**src/rtl/rr_burst_arbiter.sv**
```systemverilog
// Round-robin arbiter over four decoupled requesters with burst lock.
// A multi-beat burst keeps the grant until its last beat is accepted.
module rr_burst_arbiter #(
    parameter int N = 4,
    parameter int W = 8,
    localparam int CW = (N > 1) ? $clog2(N) : 1
) (
    input  logic          clk,
    input  logic          reset,
    input  logic          io_in_0_valid,
    input  logic [W-1:0]  io_in_0_bits,
    input  logic          io_in_0_last,
    output logic          io_in_0_ready,
    input  logic          io_in_1_valid,
    input  logic [W-1:0]  io_in_1_bits,
    input  logic          io_in_1_last,
    output logic          io_in_1_ready,
    input  logic          io_in_2_valid,
    input  logic [W-1:0]  io_in_2_bits,
    input  logic          io_in_2_last,
    output logic          io_in_2_ready,
    input  logic          io_in_3_valid,
    input  logic [W-1:0]  io_in_3_bits,
    input  logic          io_in_3_last,
    output logic          io_in_3_ready,
    input  logic          io_out_ready,
    output logic          io_out_valid,
    output logic [W-1:0]  io_out_bits,
    output logic          io_out_last,
    output logic [CW-1:0] io_chosen,
    output logic          io_locked
);

    // The port list names four requesters, so only N = 4 is meaningful.
    if (N != 4) begin : g_bad_n
        $error("rr_burst_arbiter: N must be 4");
    end

    logic [N-1:0]  w_valid;
    logic [N-1:0]  w_last;
    logic [W-1:0]  w_bits [N];

    logic [CW-1:0] r_last_grant;
    logic          r_lock;
    logic [CW-1:0] r_lock_idx;

    logic [CW-1:0] w_last_grant_nxt;
    logic          w_lock_nxt;
    logic [CW-1:0] w_lock_idx_nxt;

    logic [CW-1:0] w_rr_idx;
    logic          w_rr_found;
    int            w_cand;
    logic [CW-1:0] w_chosen;
    logic          w_out_valid;
    logic          w_out_last;
    logic          w_fire;

    assign w_valid = {io_in_3_valid, io_in_2_valid,
                      io_in_1_valid, io_in_0_valid};
    assign w_last  = {io_in_3_last, io_in_2_last,
                      io_in_1_last, io_in_0_last};

    assign w_bits[0] = io_in_0_bits;
    assign w_bits[1] = io_in_1_bits;
    assign w_bits[2] = io_in_2_bits;
    assign w_bits[3] = io_in_3_bits;

    // Search starts just past the previous grant; idle falls back to N-1.
    always_comb begin
        w_rr_idx   = CW'(N - 1);
        w_rr_found = 1'b0;
        w_cand     = 0;
        for (int k = 1; k <= N; k++) begin
            w_cand = (int'(r_last_grant) + k) % N;
            if (!w_rr_found && w_valid[CW'(w_cand)]) begin
                w_rr_idx   = CW'(w_cand);
                w_rr_found = 1'b1;
            end
        end
    end

    assign w_chosen    = r_lock ? r_lock_idx : w_rr_idx;
    assign w_out_valid = w_valid[w_chosen];
    assign w_out_last  = w_last[w_chosen];
    assign w_fire      = w_out_valid & io_out_ready;

    always_ff @(posedge clk) begin
        if (reset) begin
            r_last_grant <= CW'(N - 1);
            r_lock       <= 1'b0;
            r_lock_idx   <= '0;
        end else begin
            r_last_grant <= w_last_grant_nxt;
            r_lock       <= w_lock_nxt;
            r_lock_idx   <= w_lock_idx_nxt;
        end
    end

    always_comb begin
        w_last_grant_nxt = r_last_grant;
        w_lock_nxt       = r_lock;
        w_lock_idx_nxt   = r_lock_idx;
        if (w_fire) begin
            w_last_grant_nxt = w_chosen;
            w_lock_nxt       = ~w_out_last;
            if (!w_out_last) begin
                w_lock_idx_nxt = w_chosen;
            end
        end
    end

    always_comb begin
        io_out_valid  = w_out_valid;
        io_out_bits   = w_bits[w_chosen];
        io_out_last   = w_out_last;
        io_chosen     = w_chosen;
        io_locked     = r_lock;
        io_in_0_ready = io_out_ready & (w_chosen == CW'(0));
        io_in_1_ready = io_out_ready & (w_chosen == CW'(1));
        io_in_2_ready = io_out_ready & (w_chosen == CW'(2));
        io_in_3_ready = io_out_ready & (w_chosen == CW'(3));
    end

endmodule

```
**config.mk**
```make
export PLATFORM = sky130hd
export DESIGN_NAME = rr_burst_arbiter
export DESIGN_NICKNAME = d
export VERILOG_FILES = /design/src/rtl/rr_burst_arbiter.sv
export SDC_FILE = /design/constraint.sdc
export NUM_CORES = 1
export LEC_CHECK = 0
export CORE_MARGIN = 1.5
export CORE_UTILIZATION = 35
export CTS_BUF_LIST = sky130_fd_sc_hd__clkbuf_4
export DETAILED_ROUTE_END_ITERATION = 7
export GPL_ROUTABILITY_DRIVEN = 1
export GPL_TIMING_DRIVEN = 0
export PLACE_DENSITY = 0.84
export SYNTH_ARGS = -nofsm -noshare
export SYNTH_HDL_FRONTEND = slang
export SYNTH_SLANG_ARGS = --single-unit
```
**constraint.sdc**
```tcl
create_clock -name clk -period 3.9 [get_ports clk]
set_input_delay 1.17 -clock clk [delete_from_list [all_inputs] [get_ports clk]]
set_output_delay 1.17 -clock clk [all_outputs]
set_load 0.05 [all_outputs]
```
Word level (Yosys, flattened, before mapping)
Cells that the tools add are included.

Register bits after elaboration: 5. Output and inout bits: 17.

Add/sub/neg operators: 4. Order comparisons: 6. Equality and inequality tests: 3. Multiplexer cells: 27. Bitwise operators: 7. Reductions and logical operators: 8.

Operators by type and width (number): binary-select mux 8 bit (select 2 bit) (1); less-than comparator 2 x 4 -> 1 bit (second input constant) (4); 2-to-1 mux 8 bit (2); 2-to-1 mux 1 bit (13); binary-select mux 1 bit (select 2 bit) (6); 2-to-1 mux 2 bit (5); AND 1 bit (5); adder 2 x 1 -> 2 bit (second input constant) (2); adder 2 bit (second input constant) (2); equality test 2 bit (second input constant) (2); >= comparator 3 bit (second input constant) (1); logical AND 1 bit (3); zero test 1 bit (3); less-than comparator 2 x 3 -> 1 bit (second input constant) (1); inverter 2 -> 3 bit (1); equality test 2 x 1 -> 1 bit (second input constant) (1); zero test 2 bit (1); AND reduction 2 bit (1); inverter 1 bit (1).

Depth between registers and ports, before layout
Word-level depth: 19. Gate-level depth with buffers: 8. Depth with buffers taken out: 6.

Worst setup path before layout
No wires, ideal clock.

Path kind: input to output. Start point: in io_in_2_valid. End point: out io_out_bits[0]. Arrival time: 3.330 ns. Required time: 2.730 ns. Slack: -0.600 ns. Cell stages on the path: 8. Buffers on the path: 2. Path through: nor2b_1 -> o211ai_1 -> nand3_2 -> buf_4 -> inv_1 -> buf_2 -> nand2_1 -> a31oi_1.

Longest elaborated chain between the ends: 18. Elaborated cells between the ends (all ways): 30. Classes of those cells: mux: 23; bitwise: 1; reduce/logical: 6.

Ends and longest elaborated chain: start, declared (line 18) `input logic io_in_2_valid,`; binary-select mux 1 bit (select 2 bit) (line 76) `if (!w_rr_found && w_valid[CW'(w_cand)]) begin`; 2-to-1 mux 1 bit (implied by the code) (2 in a row) (line 76); 2-to-1 mux 1 bit (line 76); zero test 1 bit (line 76); logical AND 1 bit (line 76); 2-to-1 mux 1 bit (line 76); zero test 1 bit (line 76); logical AND 1 bit (line 76); 2-to-1 mux 1 bit (line 76); zero test 1 bit (line 76); logical AND 1 bit (line 76); 2-to-1 mux 2 bit (*) (line 76); 2-to-1 mux 2 bit (*) (line 83) `assign w_chosen = r_lock ? r_lock_idx : w_rr_idx;`; via io_chosen[0] (line 30) `output logic [CW-1:0] io_chosen,`; inverter 2 -> 3 bit (implied by the code) (*) (line 115) `io_out_bits = w_bits[w_chosen];`; binary-select mux 8 bit (select 2 bit) (*) (line 115); 2-to-1 mux 8 bit (implied by the code) (*) (2 in a row) (line 115); end, declared (line 28) `output logic [W-1:0] io_out_bits,`.

The timed path passes the listed nets; every way through them passes the cells marked *. The select of a mux whose other input is x is not followed.

Final worst setup path
Start point: in io_in_3_valid. End point: out io_out_bits[6].

Longest elaborated chain between the ends: 18. Elaborated cells between the ends (all ways): 30. Classes of those cells: mux: 23; bitwise: 1; reduce/logical: 6.

Ends and longest elaborated chain: start, declared (line 22) `input logic io_in_3_valid,`; binary-select mux 1 bit (select 2 bit) (line 76); 2-to-1 mux 1 bit (implied by the code) (2 in a row) (line 76); 2-to-1 mux 1 bit (line 76); zero test 1 bit (line 76); logical AND 1 bit (line 76); 2-to-1 mux 1 bit (line 76); zero test 1 bit (line 76); logical AND 1 bit (line 76); 2-to-1 mux 1 bit (line 76); zero test 1 bit (line 76); logical AND 1 bit (line 76); 2-to-1 mux 2 bit (*) (line 76); 2-to-1 mux 2 bit (*) (line 83); inverter 2 -> 3 bit (implied by the code) (*) (line 115); binary-select mux 8 bit (select 2 bit) (*) (line 115); 2-to-1 mux 8 bit (implied by the code) (*) (2 in a row) (line 115).

Every way passes the cells marked *; elsewhere a longest branch is shown, timed or not. The select of a mux whose other input is x is not followed.

==> out/qor.yml <==
outcome:
  status: "complete, but fails checks"
  violations: "negative setup slack"
min_path:
  hold_class: "flop to flop"
  worstHoldStart: "r_lock_idx[1]"
grt:
  grt_pass1_vias: 1297
  grt_pass1_wl_um: 6170
  grt.met2_usage_pct: 57.9
  grt_max_degree: 11
  grt-ovfl-total: 0
  grt_usage_pct: 32.2
  grt_use_met1_pct: 36.4
  use_met3_pct: 4.46
  grt.busiest_layer: "met2"
  antenna_found_initial: 0
sta:
  hold_violations: 0
  worst_slew_pin_slew_ns: 0.485
  rsz0062_at_grt: "true"
  fmax_mhz: 244
  slew_headroom_pct: 67.5
  worst_slack_ns: -0.195
  min_period_ns: 4.09
  finClkSkew_ns: 0.0192
  slew_viol_final: 0
  min_period_over_period_pct: 105
  setup_viol: 10
logic_synthesis:
  async_flop_share_pct: 0
  synthCells: 114
  ys_ff_latch: 5
  yosys.area.top_type: "mux2_2"
  synthTopCellsByArea: "mux2_2 (13%), dfxtp_1 (13%), nand2_1 (9.4%), nor2_1 (8.9%), a31oi_1 (7.0%)"
  synth_area_per_cell_um2: 7.01
  syn-num-nets: 157
  synthDistinctLibCells: 38
  synth_area_um2: 800
  yosysSeqAreaShare_pct: 12.5
  yosysWarnings: 0
  synth_edf_count: 0
  synthFlopType: "dfxtp_1"
  synth_top_area_share_pct: 12.7
floorplan:
  num_rows: 17
  die_w_um: 50.8
  initial_utilization_pct: 36.5
  die_area_um2: 2580
  fp.coreArea_um2: 2190
  ioPinCount: 60
  die_h_um: 50.8
clock_tree:
  root_buffer: "clkbuf_4"
  clock_path_buffers: 2
  cts_buffers: 3
  postCtsHoldBufs: 0
  clkTransAtPathRegs_ns: 0.04
  cts_sinks: 5
  insertion_delay_ns: 0.26
  cts_tree: "yes"
  htreeDepth: 1
worst_setup_path:
  crit_path_end_kind: "primary output"
  path_max_fanout: 10
  crit_path_cell_trace: "buf_8, nand2b_4, a2111o_1, nand3_4, buf_12, buf_8, buf_6, nand2_1, a31oi_4, buf_6"
  cp_slowest_cell: "a2111o_1"
  max_stage_delay_ns: 0.47
  critPathRequiredTime_ns: 2.73
  rr_startpoint: "r_last_grant[1]"
  worstSetupStartpointType: "primary input"
  critical_path.startpoint: "io_in_3_valid"
  worstPathArrival_ns: 2.92
  crit_type: "primary input to primary output"
route:
  drt_wl_total_um: 4810
  drt_iter0_markers: 66
  wl_per_cell_um: 21.6
  ant_nets: 0
  dr.pass1.iters: 4
  post-route-drc-count: 0
  vias_per_cell: 6.17
  vias: 1376
finish:
  stdcell_count: 223
  mostFrequentLayoutCells: "clkdlybuf4s50_1 (39), nand2_1 (15), buf_4 (15), buf_6 (14)"
  layout-drive-gt1-share_pct: 48.2
  fin_nets: 239
  diodes: 0
  syn_to_final_growth_pct: 148
  fill_cells: 81
  fin_util_pct: 90.4
  final_common_cell: "clkdlybuf4s50_1"
  design_area_um2: 1980
pwr:
  total_power_mw: 1.38
  power_density_nw_per_um2: 695
  leakage_nw: 0.813
  peakVddDrop_v: 0.000577
place:
  gp_congestion: 0.857
  placedCellCount: 201
  port_buffers: 59
  hpwl_um: 2420
  dpl-instance-area_um2: 1600
flow_run:
  cap_viol_max_count: 0
==> cell type report <==
type | instances | area (µm²) | area share (%)
Timing Repair Buffer | 77 | 777 | 39.2
Sequential cell | 5 | 100 | 5.05
Inverter | 6 | 30.0 | 1.52
Tap cell | 28 | 35.0 | 1.77
Clock buffer | 4 | 30.0 | 1.52
Multi-Input combinational cell | 98 | 940 | 47.4
Buffer | 5 | 68.8 | 3.47
==> stage by stage <==
step | setup TNS (ns) | hold slack (ns) | worst slack, ns
4_1_cts | -0.635 | 0.498 | -0.108
5_1_grt | -1.78 | 0.520 | -0.224
3_3_place_gp | -20.92 | 0.482 | -1.45
3_5_place_dp | -21.28 | 0.491 | -1.47
2_1_floorplan | -0.0997 | 0.470 | -0.0478
6_report | -1.42 | 0.492 | -0.195
==> path summary, 6_finish.rpt <==
path	end	slack, ns	depth (start not counted)
max	io_out_bits[6]	-0.19	10
min	r_lock_idx[1]	0.49	2
max reg2reg	r_lock_idx[0]	1.63	8
min reg2reg	r_lock_idx[1]	0.49	2
==> routing by layer <==
metal,routed length (µm),share of wire [%]
met2,2360,49
met1,1770,37
met4,341,7.1
met5,0,0
met3,345,7.2
==> state kept, by name, indices dropped and copies added, names as in the netlist <==
| signal | count |
|---|---|
| r_lock_idx | 2 |
| r_last_grant | 2 |
| io_locked | 1 |
==> critical path: cells and delay by family <==
kind | cells | cell delay (ns)
AOI/OAI and AO/OA | 2 | 0.69
buffers and inverters | 5 | 0.67
and+or+nand+nor | 3 | 0.40
==> synthesized netlist by cell type (all sizes together) (2+ instances only) <==
cell type,n
buf,5
inv,6
a21o,3
mux2i,2
o21ai,2
a31oi,10
o211ai,2
o311ai,2
mux2,9
nor2,19
nor2b,5
nand2,20
nand3,2
o21ba,2
dfxtp,5
nand2b,3
==> repair_timing <==
action                                  CTS  global route
hold endpoints to repair                  0             0
buffers inserted                         12             5
endpoints found under the setup margin   16            16
gates resized for setup                 146            36
cloned                                    1             1
pin swaps                                 7            12
==> power by group <==
part / internal, mW / total [mW] / switching (mW)
combinational: 0.529 / 1.22 / 0.693
clock: 0.0459 / 0.0718 / 0.0259
sequential: 0.0608 / 0.0818 / 0.0211
==> kinds of logic after synthesis <==
kind of cell           Yosys count  synth area share (%)
and+or+nand+nor                 55                  32.1
DFF                              5                  12.5
AOI/OAI and AO/OA               32                  34.0
buffers and inverters           11                  6.26
muxes                           11                  15.2
Power figures use the tool's default switching activity.
==> patch (same flow settings) <==
Set the parameter `W` to 6 (it was 8).
--- a/src/rtl/rr_burst_arbiter.sv
+++ b/src/rtl/rr_burst_arbiter.sv
@@ -3,5 +3,5 @@
 module rr_burst_arbiter #(
     parameter int N = 4,
-    parameter int W = 8,
+    parameter int W = 6,
     localparam int CW = (N > 1) ? $clog2(N) : 1
 ) (
Interface: changed (5 resized); port bits go from 60 to 50. The function was not compared with the original's and may differ.
==> patch against the unedited design <==
- the flow still finishes with violations (setup timing)
- sequential cell count stayed put
- critical path depth is 2 lower
- via count down 20%
- clock power down 3.1%
- cell area shrank 18%
- utilization decreased by 7.3 points
- sequential share of layout area rose by 1.1 points
- first-iteration DRC count down 55%
- synthesized area shrank 8.8%
- power decreased by 23%
- count of clock-buffer cells in the layout unchanged
- combinational power is 25% lower
- routed wire length shrank 25%
- worst setup slack better by 0.16 ns
==> patch: results (changes against the unedited design) <==
| Metric | Value |
|---|---|
| Post-DR vias/cell | `5.71 (-7.4%)` |
| FF-to-FF Start | `r_last_grant[0]` |
| Routed wl met3 | `161 µm (-53%)` |
| CP max FO | `6 (-4)` |
| Compound-Gate Fraction of Synth Area | `34.5% (+0.52 points)` |
| Status | `finished, violations left` |
| Mux cell area share after synthesis | `13.6% (-1.6 points)` |
| Final Setup Violations | `7 (-3)` |
| Setup TNS | `-0.131 ns (+1.29 ns)` |
| Least-Margin Pin Slew | `0.489 ns (+0.00346 ns)` |
| Initial DRC count | `30 (-55%)` |
| Clock skew | `0.0111 ns (-0.00814 ns)` |
| Synth Net Count | `136 (-13%)` |
| Post-synthesis sequential area ratio | `13.7% (+1.2 points)` |
| Post-route insts no fill | `192 (-14%)` |
| Met1 Use GR | `33.5% (-2.9 points)` |
| GRT Total Usage | `30.2% (-2.0 points)` |
| Dpl cell area | `1390 µm² (-13%)` |
| Post-route setup slack | `-0.0323 ns (+0.163 ns)` |
| Synth cell count leaders | `17 x nor2_1, 16 x nand2_1, 7 x a31oi_1, 7 x mux2_2` |
| Hpwl dp | `2.10 mm (-13%)` |
| Post-Syn Instances | `101 (-11%)` |
| Vias in the first global route | `1141 (-12%)` |
| Failing checks | `setup timing` |
| Routed length per instance | `18.7 µm (-13%)` |
| CP max stage delay | `0.49 ns (+0.02 ns)` |
| P_leak | `0.645 nW (-21%)` |
patch: power by group:
part           total (mW)  switching (mW)  leakage [nW]  internal [mW]
clock network      0.0696          0.0238        0.0184         0.0458
registers          0.0788          0.0180        0.0410         0.0608
logic               0.915           0.549         0.586          0.367
total                1.06           0.591         0.645          0.473
patch: layout make-up:
class	instances	area share (%)
Sequential cell	5	6.14
Inverter	4	1.07
Multi-Input combinational cell	90	52.4
Tap cell	27	2.07
Timing Repair Buffer	59	33.9
Clock buffer	4	1.84
Buffer	3	2.53
patch: repair_timing:
action,CTS,global route
buffers inserted,9,1
gates resized for setup,133,6
endpoints found under the setup margin,14,11
cloned,1,0
pin swaps,6,4
patch: final timing paths:
check / endpoint / slack (ns) / cells after the start
hold / removal: r_lock_idx[1] / 0.50 / 2
hold reg to reg: r_lock_idx[1] / 0.50 / 2
setup / recovery: io_out_bits[5] / -0.03 / 8
setup reg to reg: r_lock_idx[0] / 1.74 / 8
